`config.mk`:
```
export PLATFORM = sky130hd
export DESIGN_NAME = wb_select_stage
export DESIGN_NICKNAME = d
export VERILOG_FILES = /design/src/rtl/wb_select_stage.sv
export SDC_FILE = /design/constraint.sdc
export NUM_CORES = 1
export LEC_CHECK = 0
export CORE_ASPECT_RATIO = 1.75
export CORE_MARGIN = 2
export CORE_UTILIZATION = 45
export DETAILED_ROUTE_END_ITERATION = 7
export PLACE_DENSITY = 0.79
export SLEW_MARGIN = 20
export SYNTH_ARGS = -nofsm -noshare
export SYNTH_HDL_FRONTEND = slang
export SYNTH_SLANG_ARGS = --single-unit
```
`constraint.sdc`:
```
create_clock -name clk -period 2 [get_ports clk]
set_input_delay 0.4 -clock clk [delete_from_list [all_inputs] [get_ports clk]]
set_output_delay 0.4 -clock clk [all_outputs]
set_load 0.02 [all_outputs]
```
`src/rtl/wb_select_stage.sv`:
```
// Write-back source selector: picks one of NSRC sources per beat, tags it with the destination address.
// Latency: 1 cycle from accept to out_* when empty; 1 beat/cycle sustained while out_ready=1.
// Backpressure: 2-entry skid (main + skid); in_ready is registered and drops only when both entries are full.
module wb_select_stage #(
  parameter int DATA_W = 8,
  parameter int NSRC   = 4,
  parameter int SEL_W  = 2,
  parameter int ADDR_W = 3
) (
  input  logic                   clk,
  input  logic                   rst_n,
  input  logic [NSRC*DATA_W-1:0] src_data,
  input  logic [SEL_W-1:0]       sel,
  input  logic [ADDR_W-1:0]      in_addr,
  input  logic                   in_valid,
  output logic                   in_ready,
  input  logic                   flush,
  output logic [DATA_W-1:0]      out_data,
  output logic [ADDR_W-1:0]      out_addr,
  output logic                   out_valid,
  input  logic                   out_ready,
  output logic                   sel_err
);

  typedef enum logic [1:0] {EMPTY = 2'd0, ONE = 2'd1, TWO = 2'd2} state_t;

  state_t             state;
  logic [DATA_W-1:0]  hold_q;
  logic [DATA_W-1:0]  skid_data;
  logic [ADDR_W-1:0]  skid_addr;
  logic               skid_err;

  logic [DATA_W-1:0]  cand;
  logic               legal;
  logic [DATA_W-1:0]  beat_data;
  logic               accept;
  logic               emit;

  // Select is compared unsigned; anything at or above NSRC is illegal.
  assign legal = (32'(sel) < 32'(NSRC));

  // Source mux over the populated slices only; unused select codes fall to zero here
  // and are replaced by the hold value below.
  always_comb begin
    cand = '0;
    for (int i = 0; i < NSRC; i++) begin
      if (sel == SEL_W'(i)) cand = src_data[i*DATA_W +: DATA_W];
    end
  end

  assign beat_data = legal ? cand : hold_q;
  assign accept    = in_valid && in_ready;
  assign emit      = out_valid && out_ready;

  // Pipeline FSM: main entry drives the outputs, skid parks one beat during a stall.
  always_ff @(posedge clk or negedge rst_n) begin
    if (!rst_n) begin
      state     <= EMPTY;
      out_valid <= 1'b0;
      in_ready  <= 1'b1;
      out_data  <= '0;
      out_addr  <= '0;
      sel_err   <= 1'b0;
      skid_data <= '0;
      skid_addr <= '0;
      skid_err  <= 1'b0;
      hold_q    <= '0;
    end else begin
      // The hold value tracks every legal accept, including one discarded by flush.
      if (accept && legal) hold_q <= cand;

      if (flush) begin
        // Drop everything; out_data/out_addr keep their last value.
        state     <= EMPTY;
        out_valid <= 1'b0;
        in_ready  <= 1'b1;
      end else begin
        case (state)
          EMPTY: begin
            if (accept) begin
              out_data  <= beat_data;
              out_addr  <= in_addr;
              sel_err   <= !legal;
              out_valid <= 1'b1;
              state     <= ONE;
            end
          end
          ONE: begin
            if (accept && emit) begin
              out_data <= beat_data;
              out_addr <= in_addr;
              sel_err  <= !legal;
            end else if (accept) begin
              skid_data <= beat_data;
              skid_addr <= in_addr;
              skid_err  <= !legal;
              in_ready  <= 1'b0;
              state     <= TWO;
            end else if (emit) begin
              out_valid <= 1'b0;
              state     <= EMPTY;
            end
          end
          TWO: begin
            if (emit) begin
              out_data <= skid_data;
              out_addr <= skid_addr;
              sel_err  <= skid_err;
              in_ready <= 1'b1;
              state    <= ONE;
            end
          end
          default: begin
            state     <= EMPTY;
            out_valid <= 1'b0;
            in_ready  <= 1'b1;
          end
        endcase
      end
    end
  end

endmodule

```
Yosys cells after proc, flatten, opt, wreduce, memory -nomap -nowiden
Cells that the tools add are included.
Widths: inputs -> output; s select.

operators by class
  equality and inequality tests = 17
  muxes and demuxes = 32
  reduce and logical (&&, ||, !) cells = 11
  bitwise gates (word level) = 2

operator list
  kind                number
  $mux 8              7
  $pmux 8 s3          1
  $ne 3x3->1 const B  6
  $mux 2              6
  $reduce_and 4->1    3
  $mux 1              10
  $ne 2x2->1 const B  5
  $reduce_and 5->1    2
  $mux 3              3
  $pmux 1 s3          3
  $pmux 3 s3          1
  $eq 2x2->1 const B  3
  $pmux 2 s3          1
  $eq 2x1->1 const B  2
  $logic_not 2->1     2
  $ne 4x4->1 const B  1
  $logic_and 1x1->1   3
  $reduce_bool 3->1   1
  $not 1->1           2

storage, ports and cells
  bits of input ports = 42
  register bits after elaboration = 27
  output and inout bits = 14
  word-level logic and storage cells = 70

Longest topological paths before layout
Gate-level depths: netlist of run 1.

  depth after elaboration = 7
  depth in mapped cells = 6
  depth with buffers taken out = 4

Worst setup path before layout of run 1
No wires, ideal clock.

  path type = flip-flop to flip-flop
  from = reg in_ready
  to = reg out_addr[0]
  path slack = 0.372 ns
  clock period less this slack = 1.628 ns
  path buffers = 0
  required time = 1.875 ns
  library setup time = 0.125 ns
  arrival time = 1.503 ns
  cell stages (with the launch flop) = 5
  path through = dfstp_2 -> nand2_1 -> o32a_4 -> nor2_4 -> mux2_2

between the ends
  longest elaborated chain between the ends = 4
  elaborated cells on any way between the ends = 5
  classes of those cells = 2 x eq/ne; 3 x reduce/logical

RTL lines
  item                                   line  RTL
  start: declaration                     16    output logic in_ready,
  start signal: assignment               60    in_ready <= 1'b1;
  start signal: assignment               76    in_ready <= 1'b1;
  start signal: assignment               97    in_ready <= 1'b0;
  $logic_and 1x1->1 (*)                  52    assign accept = in_valid && in_ready;
  $logic_and 1x1->1                      89    if (accept && emit) begin
  $ne 2x2->1 (no source line)            --
  $reduce_and 5->1 (no source line) (*)  --
  end signal: assignment                 82    out_addr <= in_addr;
  end signal: assignment                 91    out_addr <= in_addr;
  end signal: assignment                 107   out_addr <= skid_addr;
  end: declaration                       19    output logic [ADDR_W-1:0] out_addr,

Mark *: on every way between the ends. The rest lies on a longest branch, timed or not.
A chain may end at the register's enable or synchronous reset.

Worst setup path in the final report of run 1
  from = reg in_ready
  to = out in_ready

No word-level cell between the ends.

==> results of run 1 <==
final cells by class:
type	count	area, um2
clock buffers	4	55.1
fillers	306	1270
multi-input cells	106	906
flip-flops and latches	26	652
well taps	46	57.6
repair buffers	61	618
cells by family (layout without fill, tap and decap cells):
| group | count (synthesis) | count (layout) | share of synthesized area, % |
|---|---|---|---|
| AOI/OAI and AO/OA | 45 | 45 | 23.8 |
| buffers and inverters | 13 | 65 | 5.32 |
| DFF | 26 | 26 | 39.6 |
| muxes | 30 | 30 | 20.3 |
| other | 1 | 1 | 0.228 |
| and+or+nand+nor | 30 | 30 | 10.7 |
power by group through the flow:
| stage | clock network, uW | registers [uW] | logic [uW] |
|---|---|---|---|
| after floorplan | 0 | 1000 | 461 |
| after global placement | 0 | 887 | 960 |
| after detailed placement | 0 | 904 | 995 |
| after CTS | 347 | 892 | 998 |
| after global routing | 369 | 921 | 1060 |
| final | 334 | 892 | 985 |
layer usage:
metal	global-route usage, %	vias to the layer above
li1	-	651
met1	22.5	659
met2	35.5	41
met3	3.94	2
met4	6.57	0
met5	0	-
path summary, 6_finish.rpt:
check,start,end,cells after the start
max,in_ready,in_ready,1
min in group asynchronous,rst_n,skid_data[2],2
max reg2reg,state[0],out_data[2],4
min reg2reg,skid_data[7],skid_data[7],1
max in group asynchronous,rst_n,in_ready,2
min,skid_data[7],skid_data[7],1
worst register-to-register path: cells and delay by family (launching register included):
kind	cells	cell delay, ns
flops	1	0.52
simple gates	2	0.61
compound gates	2	0.42
flip-flops by register name, summed over array words and instances, names as in the netlist:
name / flops
out_data: 8
skid_data: 8
out_addr: 3
skid_addr: 3
state: 2
in_ready: 1
out_valid: 1
layout by cell type (no fill, tap or decap), types with 2 or more instances in the layout:
cell | netlist | final
sky130_fd_sc_hd__o21bai_1 | 2 | 2
sky130_fd_sc_hd__a211oi_1 | 4 | 4
sky130_fd_sc_hd__o21ai_2 | 2 | 2
sky130_fd_sc_hd__nand3_1 | 8 | 8
sky130_fd_sc_hd__nand2_1 | 5 | 5
sky130_fd_sc_hd__clkdlybuf4s50_1 | 0 | 54
sky130_fd_sc_hd__a21o_1 | 4 | 4
sky130_fd_sc_hd__mux2_4 | 2 | 2
sky130_fd_sc_hd__buf_12 | 0 | 2
sky130_fd_sc_hd__buf_4 | 3 | 5
sky130_fd_sc_hd__mux2i_1 | 9 | 9
sky130_fd_sc_hd__a21oi_1 | 7 | 7
sky130_fd_sc_hd__o21ai_0 | 6 | 6
sky130_fd_sc_hd__o31ai_2 | 8 | 8
sky130_fd_sc_hd__clkbuf_8 | 0 | 4
sky130_fd_sc_hd__mux2_2 | 19 | 19
sky130_fd_sc_hd__dfrtp_1 | 25 | 25
sky130_fd_sc_hd__o221ai_1 | 8 | 8
sky130_fd_sc_hd__nor2_1 | 9 | 9
per-stage QoR:
step                      total power, uW  instance area, um2
after floorplan                      1460                1650
after global placement               1850                2230
after detailed placement             1900                2230
after CTS                            2240                2290
after global routing                 2350                2290
final                                2210                2290
==> PnR_summary.wiki, run 1 <==
{| class="wikitable"
! Metric !! Value
|-
| Port bufs || 54
|-
| RSZ-0062 raised after global routing || false
|-
| Buffers and inverters on the worst path || 1
|-
| Max Fclk || 0.541 GHz
|-
| IR Drop Worst-Case VDD || 0.000619 V
|-
| Critical path type || reg -> out
|-
| First DRT Iteration DRCs || 26
|-
| Average cell area after synthesis || 11.3 um2
|-
| Nature of the critical path startpoint || flop
|-
| Fraction of registers with async set or reset after synthesis || 100%
|-
| Placed instance count || 239
|-
| Final worst hold slack || 0.491 ns
|-
| Worst stage delay on the critical path || 0.61 ns
|-
| Number of clock sinks || 26
|-
| Clock root buffer || sky130_fd_sc_hd__clkbuf_8
|-
| Number of maximum-capacitance constraint violations || 0
|-
| Final core utilization || 64.4%
|-
| Post-route met1 wirelength || 1480 um
|-
| Outcome || finished clean
|-
| First-pass iteration count of the detailed router || 4
|-
| Reg-to-reg setup timing slack || 0.33 ns
|-
| Proportion of power drawn by flip-flops and latches || 40.3%
|-
| Most frequent cell after synthesis || sky130_fd_sc_hd__dfrtp_1
|-
| Data required time of the critical path || 1.60 ns
|-
| Count of final hold-check violations || 0
|-
| Synth cell count leaders || 25 x sky130_fd_sc_hd__dfrtp_1, 19 x sky130_fd_sc_hd__mux2_2, 9 x sky130_fd_sc_hd__mux2i_1, 9 x sky130_fd_sc_hd__nor2_1
|-
| Worst Slack Setup Final || 0.153 ns
|-
| Final net count || 240
|-
| Min Clock Period, post-route || 1.85 ns
|-
| Number of buffers on the longest clock path || 2
|-
| Total number of vias || 1353
|-
| Cell Area, Synth || 1650 um2
|-
| Number of H-tree branching levels || 1
|-
| Share of final-layout standard cells stronger than drive strength 1 || 25.9%
|-
| Post-Layout Cell Count || 243
|-
| Setup-failing EPs final || 0
|-
| Biggest area contributors in the synthesized netlist || sky130_fd_sc_hd__dfrtp_1 38%, sky130_fd_sc_hd__mux2_2 13%, sky130_fd_sc_hd__o31ai_2 6.1%
|-
| Master of the slowest instance on the critical path || sky130_fd_sc_hd__clkdlybuf4s50_1
|-
| Clock network latency to the later pin of the worst-skew pair || 0.26 ns
|-
| Nature of the critical path endpoint || primary output
|-
| Global-route wire length before repair || 6650 um
|-
| Net switching power figure || 734 uW
|-
| Library cell occupying the most area in the post-synthesis netlist || sky130_fd_sc_hd__dfrtp_1
|-
| Final slew viol count || 0
|-
| Most common flop cell mapped by yosys || sky130_fd_sc_hd__dfrtp_1
|-
| Synth cell types || 35
|-
| CP Cell Sequence || clkdlybuf4s50_1
|-
| Internal power || 1480 uW
|-
| Share of total power in combinational logic || 44.6%
|-
| Area of the die || 4180 um2
|-
| Total half-perimeter wirelength after legalization and detailed placement || 3010 um
|-
| Share of total power in the clock network || 15.1%
|-
| Cell type group with the largest total delay on the critical path || buffers and inverters
|-
| HP Class || reg -> reg
|-
| Clock tree from TritonCTS || done
|-
| Number of synthesized flops with an enable pin || 0
|-
| Syn_nets || 187
|-
| Initial antenna violation count || 0
|-
| Final antenna-violating net count || 0
|-
| CTS hold repair buffers || 0
|-
| Sw Ratio || 33.2%
|-
| Static power due to leakage || 0.000965 uW
|-
| Maximum number of pins on one net before global-route repair || 27
|-
| Total power density per cell area || 966 nW/um2
|-
| Area of the core region || 3560 um2
|-
| Vias in the first global route || 1451
|-
| Critical Path Fanout Max || 5
|-
| Diode insertion count for antenna repair || 0
|-
| Clock transition at the registers of the reported paths || 0.09 ns
|-
| Post-Place Setup Slack || -0.0275 ns
|-
| Buffer count from post-CTS setup fixing || 0
|-
| Worst clock skew || 0.00382 ns
|-
| DRT Wirelength || 3810 um
|-
| Congestion Overflow GR || 0
|-
| Fraction of the yosys area taken by sequential cells || 39.6%
|-
| Met2 routed WL || 2070 um
|-
| Total Negative Setup Slacks || 0 ns
|-
| Floorplan die width || 49.7 um
|-
| Share of the synthesized area in the top cell type || 38.0%
|-
| Global placer's final weighted congestion || 0.778
|-
| Gates resized, CTS repair || 0
|-
| Tcrit/Tclk final || 92.4%
|-
| Register bit total from synthesis || 26
|-
| Met3 routed WL || 227 um
|-
| Combined global-route utilization of all metal layers || 19.7%
|-
| Vias/cell || 5.57
|-
| Synth-to-Final Area Change || 39.1%
|-
| Top-level I/O count || 56
|-
| Routed WL per cell || 15.7 um
|-
| Std cell rows || 29
|-
| Number of clock buffers inserted by TritonCTS || 3
|-
| Synthesis warning total || 0
|-
| Uppermost routed layer || met4
|-
| Final routed DRC violation total || 0
|-
| Data arrival time of the critical path || 1.45 ns
|-
| Initial cell density of the core || 46.3%
|-
| Gate count after technology mapping || 145
|-
| Vert. Die Dim || 84.0 um
|}
Power figures use the tool's default switching activity.
==> run 2, diff against run 1 <==
--- a/config.mk
+++ b/config.mk
@@ -9,6 +9,7 @@
 export CORE_MARGIN = 2
 export CORE_UTILIZATION = 45
 export DETAILED_ROUTE_END_ITERATION = 7
+export GPL_TIMING_DRIVEN = 0
 export PLACE_DENSITY = 0.79
 export SLEW_MARGIN = 20
 export SYNTH_ARGS = -nofsm -noshare
==> run 2 against run 1 <==
  * Global-route usage increased by 1.3 points
  * Worst setup slack worse by 0.011 ns
  * Critical path depth did not move
  * Die area unchanged
  * Design area hardly changed
  * Hold slack worse by 0.39 ns
  * First-iteration DRC count up 3.8%
  * Critical path type unchanged
  * Highest routed layer unchanged
==> PnR_summary.wiki, run 2 (same netlist as run 1, synthesis figures left out) <==
{| class="wikitable"
! Metric !! Value
|-
| Number of buffers on the longest clock path || 2 (unchanged)
|-
| Final antenna-violating net count || 0 (unchanged)
|-
| Worst clock skew || 0.0102 ns (+0.00636 ns)
|-
| Number of clock sinks || 26 (unchanged)
|-
| Total Negative Setup Slacks || 0 ns (unchanged)
|-
| Data required time of the critical path || 1.60 ns (about the same)
|-
| Total half-perimeter wirelength after legalization and detailed placement || 3360 um (+12%)
|-
| Nature of the critical path startpoint || flop
|-
| CTS hold repair buffers || 0 (unchanged)
|-
| Floorplan die width || 49.7 um (unchanged)
|-
| Final worst hold slack || 0.103 ns (-0.388 ns)
|-
| Share of total power in combinational logic || 42.6% (-2.0 points)
|-
| Clock network latency to the later pin of the worst-skew pair || 0.28 ns (+0.02 ns)
|-
| Sw Ratio || 32.7% (-0.50 points)
|-
| Global placer's final weighted congestion || 0.863 (+11%)
|-
| HP Class || in -> async
|-
| Maximum number of pins on one net before global-route repair || 27 (unchanged)
|-
| Post-Layout Cell Count || 247 (+1.6%)
|-
| Net switching power figure || 756 uW (+3.0%)
|-
| Internal power || 1550 uW (+5.3%)
|-
| First DRT Iteration DRCs || 27 (+3.8%)
|-
| Top library cells by usage in the layout, fill and taps aside || 51 x sky130_fd_sc_hd__clkdlybuf4s50_1, 25 x sky130_fd_sc_hd__dfrtp_1, 19 x sky130_fd_sc_hd__mux2_2
|-
| Initial cell density of the core || 46.3% (unchanged)
|-
| Number of filler instances in the final layout || 302 (-1.3%)
|-
| Share of total power in the clock network || 18.9% (+3.8 points)
|-
| IR Drop Worst-Case VDD || 0.000594 V (-4.0%)
|-
| Cell type group with the largest total delay on the critical path || buffers and inverters
|-
| Global-route wire length before repair || 6900 um (+3.7%)
|-
| Setup-failing EPs final || 0 (unchanged)
|-
| Regs by FF count || out_data x8, skid_data x8
|-
| Min Clock Period, post-route || 1.86 ns (+0.0112 ns)
|-
| Max Fclk || 0.538 GHz (-0.60%)
|-
| Buffers and inverters on the worst path || 1 (unchanged)
|-
| Outcome || finished clean
|-
| Worst slew margin || 61.9%
|-
| Worst Slack Setup Final || 0.141 ns (-0.0112 ns)
|-
| Std cell rows || 29 (unchanged)
|-
| Critical path type || reg -> out
|-
| First-pass iteration count of the detailed router || 4 (unchanged)
|-
| Tcrit/Tclk final || 92.9% (+0.56 points)
|-
| GR Layer Usage met1 || 22.2% (-0.28 points)
|-
| Initial antenna violation count || 0 (unchanged)
|-
| Critical Path Fanout Max || 5 (unchanged)
|-
| Most common library cell in the layout ignoring fill and taps || sky130_fd_sc_hd__clkdlybuf4s50_1
|-
| Static power due to leakage || 0.000973 uW (+0.77%)
|-
| Worst stage delay on the critical path || 0.61 ns (about the same)
|-
| RR Startpoint || state[0]
|-
| Buffer count from post-CTS setup fixing || 0 (unchanged)
|-
| CP Launch Point || in_ready
|-
| Top-level I/O count || 56 (unchanged)
|-
| Vert. Die Dim || 84.0 um (unchanged)
|-
| Diode insertion count for antenna repair || 0 (unchanged)
|-
| Number of H-tree branching levels || 1 (unchanged)
|-
| DRT Wirelength || 4150 um (+9.0%)
|-
| Area of the core region || 3560 um2 (unchanged)
|-
| Final routed DRC violation total || 0 (unchanged)
|-
| CP Cell Sequence || clkdlybuf4s50_1
|-
| Master of the slowest instance on the critical path || sky130_fd_sc_hd__clkdlybuf4s50_1
|-
| Clock tree from TritonCTS || done
|-
| Clock transition at the registers of the reported paths || 0.09 ns (about the same)
|-
| Port bufs || 52 (-3.7%)
|-
| Proportion of power drawn by flip-flops and latches || 38.6% (-1.7 points)
|-
| Met2 Usage GRT || 39.9% (+4.4 points)
|-
| Data arrival time of the critical path || 1.46 ns (about the same)
|-
| Overall Power || 2310 uW (+4.5%)
|-
| Total power density per cell area || 1010 nW/um2 (+4.5%)
|-
| Busiest layer in global routing || met2
|-
| Congestion Overflow GR || 0 (unchanged)
|-
| Count of final hold-check violations || 0 (unchanged)
|-
| Synth-to-Final Area Change || 39.2% (about the same)
|-
| Met3 global-route usage || 3.23% (-0.72 points)
|-
| Routed WL per cell || 16.8 um (+7.2%)
|-
| Slew @ Worst Pin || 0.572 ns
|-
| Combined global-route utilization of all metal layers || 21.0% (+1.3 points)
|-
| Share of final-layout standard cells stronger than drive strength 1 || 27.4% (+1.5 points)
|-
| Clock root buffer || sky130_fd_sc_hd__clkbuf_8
|-
| RSZ-0062 raised after global routing || false
|-
| Total number of vias || 1398 (+3.3%)
|-
| Number of clock buffers inserted by TritonCTS || 3 (unchanged)
|-
| Placed instance count || 243 (+1.7%)
|-
| Final net count || 244 (+1.7%)
|-
| Cells on worst reg2reg path || 4 (unchanged)
|-
| Vias/cell || 5.66 (+1.7%)
|-
| Nature of the critical path endpoint || primary output
|-
| Gates resized, CTS repair || 0 (unchanged)
|-
| Post-Place Setup Slack || -0.0859 ns (-0.0584 ns)
|-
| Final slew viol count || 0 (unchanged)
|-
| Number of cells on the critical path || 1 (unchanged)
|-
| Number of maximum-capacitance constraint violations || 0 (unchanged)
|-
| Vias in the first global route || 1485 (+2.3%)
|-
| Area of the die || 4180 um2 (unchanged)
|}
[run 2: worst paths after layout]
check | endpoint | slack (ns)
hold reg to reg | skid_data[4] | 0.48
max in group asynchronous | skid_data[6] | 1.50
min in group clk | skid_data[4] | 0.48
setup / recovery | in_ready | 0.14
hold / removal | skid_data[1] | 0.10
setup reg to reg | out_addr[1] | 0.33
[run 2: cell type report]
type | instances | area, um2 | share of cell area (%)
tap | 46 | 57.6 | 2.51
buffer | 13 | 87.6 | 3.83
clock buffer | 3 | 41.3 | 1.80
clock inverter | 1 | 30.0 | 1.31
sequential | 26 | 652 | 28.5
multi-input combinational | 106 | 906 | 39.6
timing repair buffer | 52 | 515 | 22.5
[run 2: power groups by stage]
stage / combinational (uW) / clock [uW] / sequential (uW)
2_1_floorplan: 461 / 0 / 1000
3_3_place_gp: 953 / 0 / 884
3_5_place_dp: 988 / 0 / 902
4_1_cts: 994 / 442 / 891
5_1_grt: 1060 / 466 / 922
6_report: 983 / 436 / 891
[run 2: layer usage]
layer / wire (um) / vias up
met5: 0 / -
met4: 78 / 0
met3: 238 / 7
met2: 2320 / 57
met1: 1510 / 677
li1: - / 657
[run 2: stage by stage]
| step | util, % | cell area [um2] |
|---|---|---|
| floorplan | - | 1650 |
| global placement | 62.5 | 2220 |
| detailed placement | 62.4 | 2220 |
| CTS | 64.4 | 2290 |
| global route | 64.4 | 2290 |
| finish | 64.4 | 2290 |
